$ cat src/rtl/uart_tx_fifo.sv
// rtl/uart_tx_fifo.sv - buffered 8N1 UART transmitter with byte FIFO; optional even parity via UART_TX_PARITY_EN
module uart_tx_fifo #(
   parameter int CLK_HZ  = 12000000,
   parameter int BAUD    = 9600,
   parameter int FIFO_AW = 2
) (
   input  logic       clock,
   input  logic       reset,
   input  logic [7:0] wr_data,
   input  logic       wr_en,
   output logic       full,
   output logic       overflow,
   output logic       busy,
   output logic       txd
);

   localparam int DIV   = CLK_HZ / BAUD;
   localparam int DEPTH = 2 ** FIFO_AW;
   localparam int BW    = (DIV > 1) ? $clog2(DIV) : 1;

   localparam logic [BW-1:0]    BAUD_LOAD  = BW'(DIV - 1);
   localparam logic [FIFO_AW:0] COUNT_FULL = (FIFO_AW + 1)'(DEPTH);

   localparam logic [2:0] S_IDLE   = 3'd0;
   localparam logic [2:0] S_START  = 3'd1;
   localparam logic [2:0] S_DATA   = 3'd2;
   localparam logic [2:0] S_STOP   = 3'd3;
`ifdef UART_TX_PARITY_EN
   localparam logic [2:0] S_PARITY = 3'd4;
`endif

   logic [7:0]         mem [DEPTH];
   logic [FIFO_AW-1:0] wr_ptr;
   logic [FIFO_AW-1:0] rd_ptr;
   logic [FIFO_AW:0]   count;
   logic               empty;
   logic               push;
   logic               pop;

   logic [2:0]         state;
   logic [BW-1:0]      baud_cnt;
   logic               baud_tick;
   logic [2:0]         bit_idx;
   logic [7:0]         shift;
`ifdef UART_TX_PARITY_EN
   logic               par_bit;
`endif

   // full/empty are decoded from the registered count, so a write that
   // coincides with a pop while full is still refused
   assign full      = (count == COUNT_FULL);
   assign empty     = (count == '0);
   assign push      = wr_en && !full;
   assign baud_tick = (baud_cnt == '0);
   assign pop       = !empty && ((state == S_IDLE) || ((state == S_STOP) && baud_tick));
   assign busy      = (state != S_IDLE) || !empty;

   // FIFO storage; contents need no reset because count gates every read
   always_ff @(posedge clock) begin
      if (push) begin
         mem[wr_ptr] <= wr_data;
      end
   end

   // FIFO pointers and occupancy; pointers wrap naturally at DEPTH
   always_ff @(posedge clock or posedge reset) begin
      if (reset) begin
         wr_ptr <= '0;
         rd_ptr <= '0;
         count  <= '0;
      end else begin
         if (push) begin
            wr_ptr <= wr_ptr + 1'b1;
         end
         if (pop) begin
            rd_ptr <= rd_ptr + 1'b1;
         end
         if (push && !pop) begin
            count <= count + 1'b1;
         end else if (pop && !push) begin
            count <= count - 1'b1;
         end
      end
   end

   // sticky overflow: set by any write that arrives while full
   always_ff @(posedge clock or posedge reset) begin
      if (reset) begin
         overflow <= 1'b0;
      end else if (wr_en && full) begin
         overflow <= 1'b1;
      end
   end

   // frame sequencer: every txd level is held for exactly DIV cycles
   always_ff @(posedge clock or posedge reset) begin
      if (reset) begin
         state    <= S_IDLE;
         txd      <= 1'b1;
         baud_cnt <= '0;
         bit_idx  <= '0;
         shift    <= '0;
`ifdef UART_TX_PARITY_EN
         par_bit  <= 1'b0;
`endif
      end else begin
         case (state)
            S_IDLE: begin
               if (!empty) begin
                  shift    <= mem[rd_ptr];
`ifdef UART_TX_PARITY_EN
                  par_bit  <= ^mem[rd_ptr];
`endif
                  txd      <= 1'b0;
                  baud_cnt <= BAUD_LOAD;
                  state    <= S_START;
               end else begin
                  txd      <= 1'b1;
               end
            end
            S_START: begin
               if (baud_tick) begin
                  txd      <= shift[0];
                  baud_cnt <= BAUD_LOAD;
                  bit_idx  <= '0;
                  state    <= S_DATA;
               end else begin
                  baud_cnt <= baud_cnt - 1'b1;
               end
            end
            S_DATA: begin
               if (baud_tick) begin
                  baud_cnt <= BAUD_LOAD;
                  if (bit_idx == 3'd7) begin
`ifdef UART_TX_PARITY_EN
                     txd   <= par_bit;
                     state <= S_PARITY;
`else
                     txd   <= 1'b1;
                     state <= S_STOP;
`endif
                  end else begin
                     // shift[0] is on the line; the next bit moves down
                     txd     <= shift[1];
                     shift   <= {1'b0, shift[7:1]};
                     bit_idx <= bit_idx + 1'b1;
                  end
               end else begin
                  baud_cnt <= baud_cnt - 1'b1;
               end
            end
`ifdef UART_TX_PARITY_EN
            S_PARITY: begin
               if (baud_tick) begin
                  txd      <= 1'b1;
                  baud_cnt <= BAUD_LOAD;
                  state    <= S_STOP;
               end else begin
                  baud_cnt <= baud_cnt - 1'b1;
               end
            end
`endif
            S_STOP: begin
               if (baud_tick) begin
                  baud_cnt <= BAUD_LOAD;
                  if (!empty) begin
                     // chain straight into the next start bit, no idle gap
                     shift   <= mem[rd_ptr];
`ifdef UART_TX_PARITY_EN
                     par_bit <= ^mem[rd_ptr];
`endif
                     txd     <= 1'b0;
                     state   <= S_START;
                  end else begin
                     txd     <= 1'b1;
                     state   <= S_IDLE;
                  end
               end else begin
                  baud_cnt <= baud_cnt - 1'b1;
               end
            end
            default: begin
               txd   <= 1'b1;
               state <= S_IDLE;
            end
         endcase
      end
   end

endmodule

$ cat config.mk
export PLATFORM = sky130hd
export DESIGN_NAME = uart_tx_fifo
export DESIGN_NICKNAME = d
export VERILOG_FILES = /design/src/rtl/uart_tx_fifo.sv
export SDC_FILE = /design/constraint.sdc
export NUM_CORES = 1
export LEC_CHECK = 0
export CAP_MARGIN = 15
export CELL_PAD_IN_SITES_DETAIL_PLACEMENT = 1
export CELL_PAD_IN_SITES_GLOBAL_PLACEMENT = 1
export CORE_MARGIN = 2
export CORE_UTILIZATION = 53
export DETAILED_ROUTE_END_ITERATION = 12
export PLACE_DENSITY = 0.83
export SETUP_SLACK_MARGIN = 0.02
export SYNTH_ARGS = -nofsm -noshare
export SYNTH_HDL_FRONTEND = slang
export SYNTH_SLANG_ARGS = --single-unit
$ cat constraint.sdc
create_clock -name clock -period 7.1 [get_ports clock]
set_input_delay 0.71 -clock clock [delete_from_list [all_inputs] [get_ports clock]]
set_output_delay 0.71 -clock clock [all_outputs]
set_load 0.05 [all_outputs]
Yosys cells after proc, flatten, opt, wreduce, memory -nomap -nowiden
Memory sizes are Yosys's and may differ from the RTL's.
Cells that the tools add are included.
Storage, ports and cells
  register bits after elaboration: 34
  latch bits: 0
  memory bits (writable): 32
  ROM bits: 0
  input bits: 11
  output and inout port bits: 4
  logic and storage cells: 82
  memories kept: 1
Cells by class
  $add $sub $neg: 6
  multipliers: 0
  div/mod/pow operators: 0
  magnitude comparators: 0
  equality and inequality tests: 11
  shifts and indexed selects: 0
  multiplexer cells: 29
  bitwise gates (word level): 0
  reduce and logical (&&, ||, !) cells: 26
Memories
  mem: words 4, width 8, read ports 1, clocked after memory_dff 0, wr ports 1, line 32  | logic [7:0] mem [DEPTH];
Operator list (number)
  $mux 8: 4
  $mux 3: 10
  $pmux 8 s3: 1
  $mux 11: 2
  $pmux 11 s2: 1
  $ne 2x2->1 const B: 6
  $pmux 3 s4: 1
  $logic_not 11->1: 1
  $sub 11x1->11 const B: 1
  $mux 1: 8
  $reduce_and 4->1: 2
  $add 3x1->3 const B: 2
  $eq 3x2->1 const B: 2
  $eq 3x3->1 const B: 2
  $logic_and 1x1->1: 6
  $logic_not 3->1: 2
  $pmux 3 s2: 1
  $reduce_bool 2->1: 3
  $reduce_bool 3->1: 2
  $reduce_and 5->1: 1
  $add 2x1->2 const B: 2
  $logic_not 1->1: 4
  $pmux 1 s4: 1
  $eq 3x1->1 const B: 1
  5 further kinds: 6

Longest topological paths before layout
  word-level depth: 7
  depth in mapped cells: 11
  depth with buffers taken out: 11

Least setup slack after synthesis
OpenSTA, ideal clock, no wires.
  path type: register to register
  start point: register count[0]
  end point: register count[1]
  setup time: 0.125 ns
  data arrival time: 2.972 ns
  data required time: 6.975 ns
  setup slack: 4.003 ns
  cell stages (with the launch flop): 8
  path buffers: 1
  period minus slack after synthesis: 3.097 ns
  path through: dfrtp_1 > nor3b_1 > nor2b_1 > clkbuf_1 > ha_1 > inv_1 > fa_1 > mux2_2
Between the ends
  word-level cells in the longest chain between the ends: 6
  elaborated cells on any way between the ends: 15
  classes of those cells: 2 x add/sub; 1 x eq/ne; 2 x mux; 10 x reduce/logical
RTL lines
  from (decl): line 35  | logic [FIFO_AW:0] count;
  from (signal assigned): line 79  | count <= count + 1'b1;
  from (signal assigned): line 81  | count <= count - 1'b1;
  $eq 3x3->1 (*): line 51  | assign full = (count == COUNT_FULL);
  net full: line 11  | output logic full,
  $logic_not 1->1 (*): line 53  | assign push = wr_en && !full;
  $logic_and 1x1->1 (*): line 53
  net push: line 37  | logic push;
  $logic_not 1->1: line 80  | end else if (pop && !push) begin
  $logic_and 1x1->1: line 80
  $reduce_bool 2->1 (no line)
The timed path passes the listed nets; every way through them passes the cells marked *. The select of a mux whose other input is x is not followed.
A chain may end at the register's enable or synchronous reset.

Final worst setup path
  start point: register state[1]
  end point: output port busy
Between the ends
  word-level cells in the longest chain between the ends: 2
RTL lines
  from (decl): line 40  | logic [2:0] state;
  from (signal assigned): line 98  | state <= S_IDLE;
  from (signal assigned): line 116  | state <= S_START;
  from (signal assigned): line 126  | state <= S_DATA;
  $reduce_bool 3->1: line 56  | assign busy = (state != S_IDLE) || !empty;
  $logic_or 1x1->1: line 56
  to (decl): line 13  | output logic busy,
Every way passes these cells.

==> metrics.txt <==
fraction of registers with async set/reset=50.77%; worst path bufs/invs=2; Crit Path Category=reg -> out; Post-Syn Instances=259; final clock skew=0.008408 ns; pre-CTS WS=4.191 ns; # rows=28; vias per inst=6.020; post-route ant nets=0; share of cells above drive strength 1=10.99%; Final Setup Violations=0; normalized max-slew margin=30.79%; initial antenna violation count=0; Worst Slack Setup Final=3.798 ns; routability congestion estimate=0.7394; P_leak=1.423 nW; critical hold path startpoint=overflow$_DFFE_PP0P_; Clk Latency, worst-skew pair=0.35 ns; CTS tree=built; Post-CTS Setup Repair Bufs=0; final hold violations=0; CP max stage cell=clkdlybuf4s50_1; vias in the first global route=2354; Power Density=468.8 mW/mm^2; CP delay by family, top=buffers and inverters; clock-pin transition on the worst setup and hold timing paths=0.08 ns; CP Launch Point=state[1]$_DFFE_PP0P_; top_reg_cell synth=edfxtp_1; Port Buf Inserts=14; Nets=303; first-pass GRT wire length=12.20 mm; CP required=6.39 ns; GRT Total Usage=25.16%; CP Max Fanout=12; Synth warnings=0; hold crit path type=reg -> reg; RSZ-0062 raised after global routing=no; Starting DRT DRC Count=157; CTS Buffer Depth=2; syn_nets=285; peak supply drop=277.1 uV; critical path arrival=2.59 ns; DP Wirelength=4.634 mm; critical-path cell list=inv_1 > ha_1 > or4b_1 > clkdlybuf4s50_1; worst slew pin tran=1.030 ns; CP peak stage delay=0.78 ns; die area=0.006677 mm^2; Slew Viols, Final=0; CP Capture Type=primary output; mean post-synth cell area=12.36 um^2; Reg-to-Reg Start=baud_cnt[0]$_DFFE_PP0P_; number of max-cap violations=0; Peak Freq=302.9 MHz; Starting Density=54.38%; CTS H-tree depth=3; CTS root buf=clkbuf_8; flops & latches, synth=65; CP Launch Type=register; largest net degree at the start of global routing=34; fin crit share=46.51%; Seq/Total Area, Yosys=55.86%; DR WL/cell=20.92 um; grt total ovfl=0; die height=81.71 um; # diodes=0; status=completed; Area growth syn-to-layout=13.53%; number of synthesized flops with an enable pin=32; Hold Buf Count CTS=0; Core Area=0.005886 mm^2; post-synth cell types=53; Post-Route Setup TNS=0 ns; post-cts resize count=0; DRC Markers=0; boundary pin count=15; DRT Wirelength=7.468 mm; mapped cell area=0.003201 mm^2; total clock sinks=65; first drt pass iteration count=4; CTS Buf Count=9; Final Critical Period=3.302 ns; DR vias=2149; Die X=81.71 um
## per-layer routing
layer | routed length, um | part of all wire [%] | track usage (%)
met3 | 173 | 2.3 | 4.725
met5 | 0 | 0 | 0
met2 | 3866 | 52 | 43.11
met1 | 3258 | 44 | 31.36
met4 | 169 | 2.3 | 10.33
## placed cells by master, fill, tap and decap left out, types with 2 or more instances in the layout
cell	synthesis	routed
dfrtp_1	32	32
edfxtp_1	32	32
o22ai_1	17	17
mux2i_1	17	17
ha_1	14	14
clkdlybuf4s50_1	0	14
inv_1	12	12
nor2_1	10	10
o21ai_0	9	9
a21oi_1	9	9
clkbuf_8	0	9
nand2_1	8	8
xor2_1	8	8
a2111oi_0	7	7
o21bai_1	7	7
and2_1	5	5
or3_1	5	5
nor3_1	4	4
nor4_1	3	3
nand3_1	3	3
nand4b_1	3	3
a22o_1	3	3
nand4_1	3	3
xnor2_1	3	3
buf_4	0	3
a31oi_1	2	2
nand2b_1	2	2
nor2b_1	2	2
or2_2	2	2
nor3b_1	2	2
a21o_1	2	2
mux2_2	2	2
bufinv_16	0	2
clkinv_4	0	2
clkinv_2	0	2
## final timing paths
check	endpoint	slack, ns	cells past startpoint
max	busy	3.80	4
min	overflow$_DFFE_PP0P_	0.46	1
max reg2reg	count[1]$_DFFE_PP0P_	4.26	9
min reg2reg	overflow$_DFFE_PP0P_	0.46	1
max in group asynchronous	txd$_DFFE_PP1P_	5.99	3
min in group asynchronous	count[1]$_DFFE_PP0P_	0.78	3
## flip-flops by register name (all words and copies together) (netlist names)
register / count
bit_idx: 3
mem: 32
shift: 8
state: 2
count: 3
baud_cnt: 11
wr_ptr: 2
txd: 1
rd_ptr: 2
overflow: 1
## report_power, final
part / switching, mW / leakage [nW] / internal (mW)
Clock: 0.158 / 0.109 / 0.197
Combinational: 0.419 / 0.626 / 0.299
Sequential: 0.115 / 0.687 / 0.515
Total: 0.692 / 1.42 / 1.01
## synth_stat cells, drive strengths merged, types with 4 or more instances
master / number / share of area, %
and2: 5 / 0.98
a21oi: 9 / 1.4
edfxtp: 32 / 30
nor3: 4 / 0.63
mux2i: 17 / 5.3
buf: 6 / 0.86
inv: 12 / 1.4
dfrtp: 32 / 25
or3: 5 / 0.98
o22ai: 17 / 3.3
nand2: 8 / 0.94
o21ai: 10 / 1.6
xor2: 8 / 2.2
clkbuf: 4 / 0.47
ha: 14 / 5.5
o21bai: 8 / 2.0
a2111oi: 7 / 1.9
nor2: 10 / 1.2
## cells by family (layout without fill, tap and decap cells)
family | Yosys count | count (layout) | share of synthesized area, %
AOI/OAI and AO/OA | 67 | 67 | 14.46
DFF | 65 | 65 | 55.86
and+or+nand+nor | 59 | 59 | 11.34
buffers and inverters | 22 | 45 | 2.736
muxes | 20 | 20 | 6.489
adders and majority gates | 15 | 15 | 6.099
xor gates and xnor gates | 11 | 11 | 3.010
## through the flow
step           power, mW  util, %  instances  area, um^2  hold WS (ns)
6_report           1.703    61.73        357        3633        0.4621
5_1_grt            1.812    61.73        357        3633        0.4846
4_1_cts            1.709    61.73        357        3633        0.4639
3_5_place_dp       1.328    58.01        341        3415        0.4476
3_3_place_gp       1.298    58.01        341        3415        0.4407
2_1_floorplan      1.145        -        259        3201        0.4566
## worst register-to-register path, cell delays in order (launching register included)
cell	delay, ns
dfrtp_1	0.42
inv_1	0.07
ha_1	0.22
nor4b_2	0.44
a41oi_1	0.24
or2_2	0.36
ha_1	0.22
inv_1	0.08
fa_1	0.41
mux2_2	0.26
## layout make-up
| type | count | area [um^2] |
|---|---|---|
| clock buffer | 9 | 123.9 |
| multi-input combinational | 172 | 1325 |
| sequential | 65 | 1788 |
| inverter | 12 | 45.04 |
| fill | 579 | 2252 |
| clock inverter | 7 | 95.09 |
| tap | 75 | 93.84 |
| timing repair buffer | 17 | 162.7 |
(Power assumes the default switching activity.)
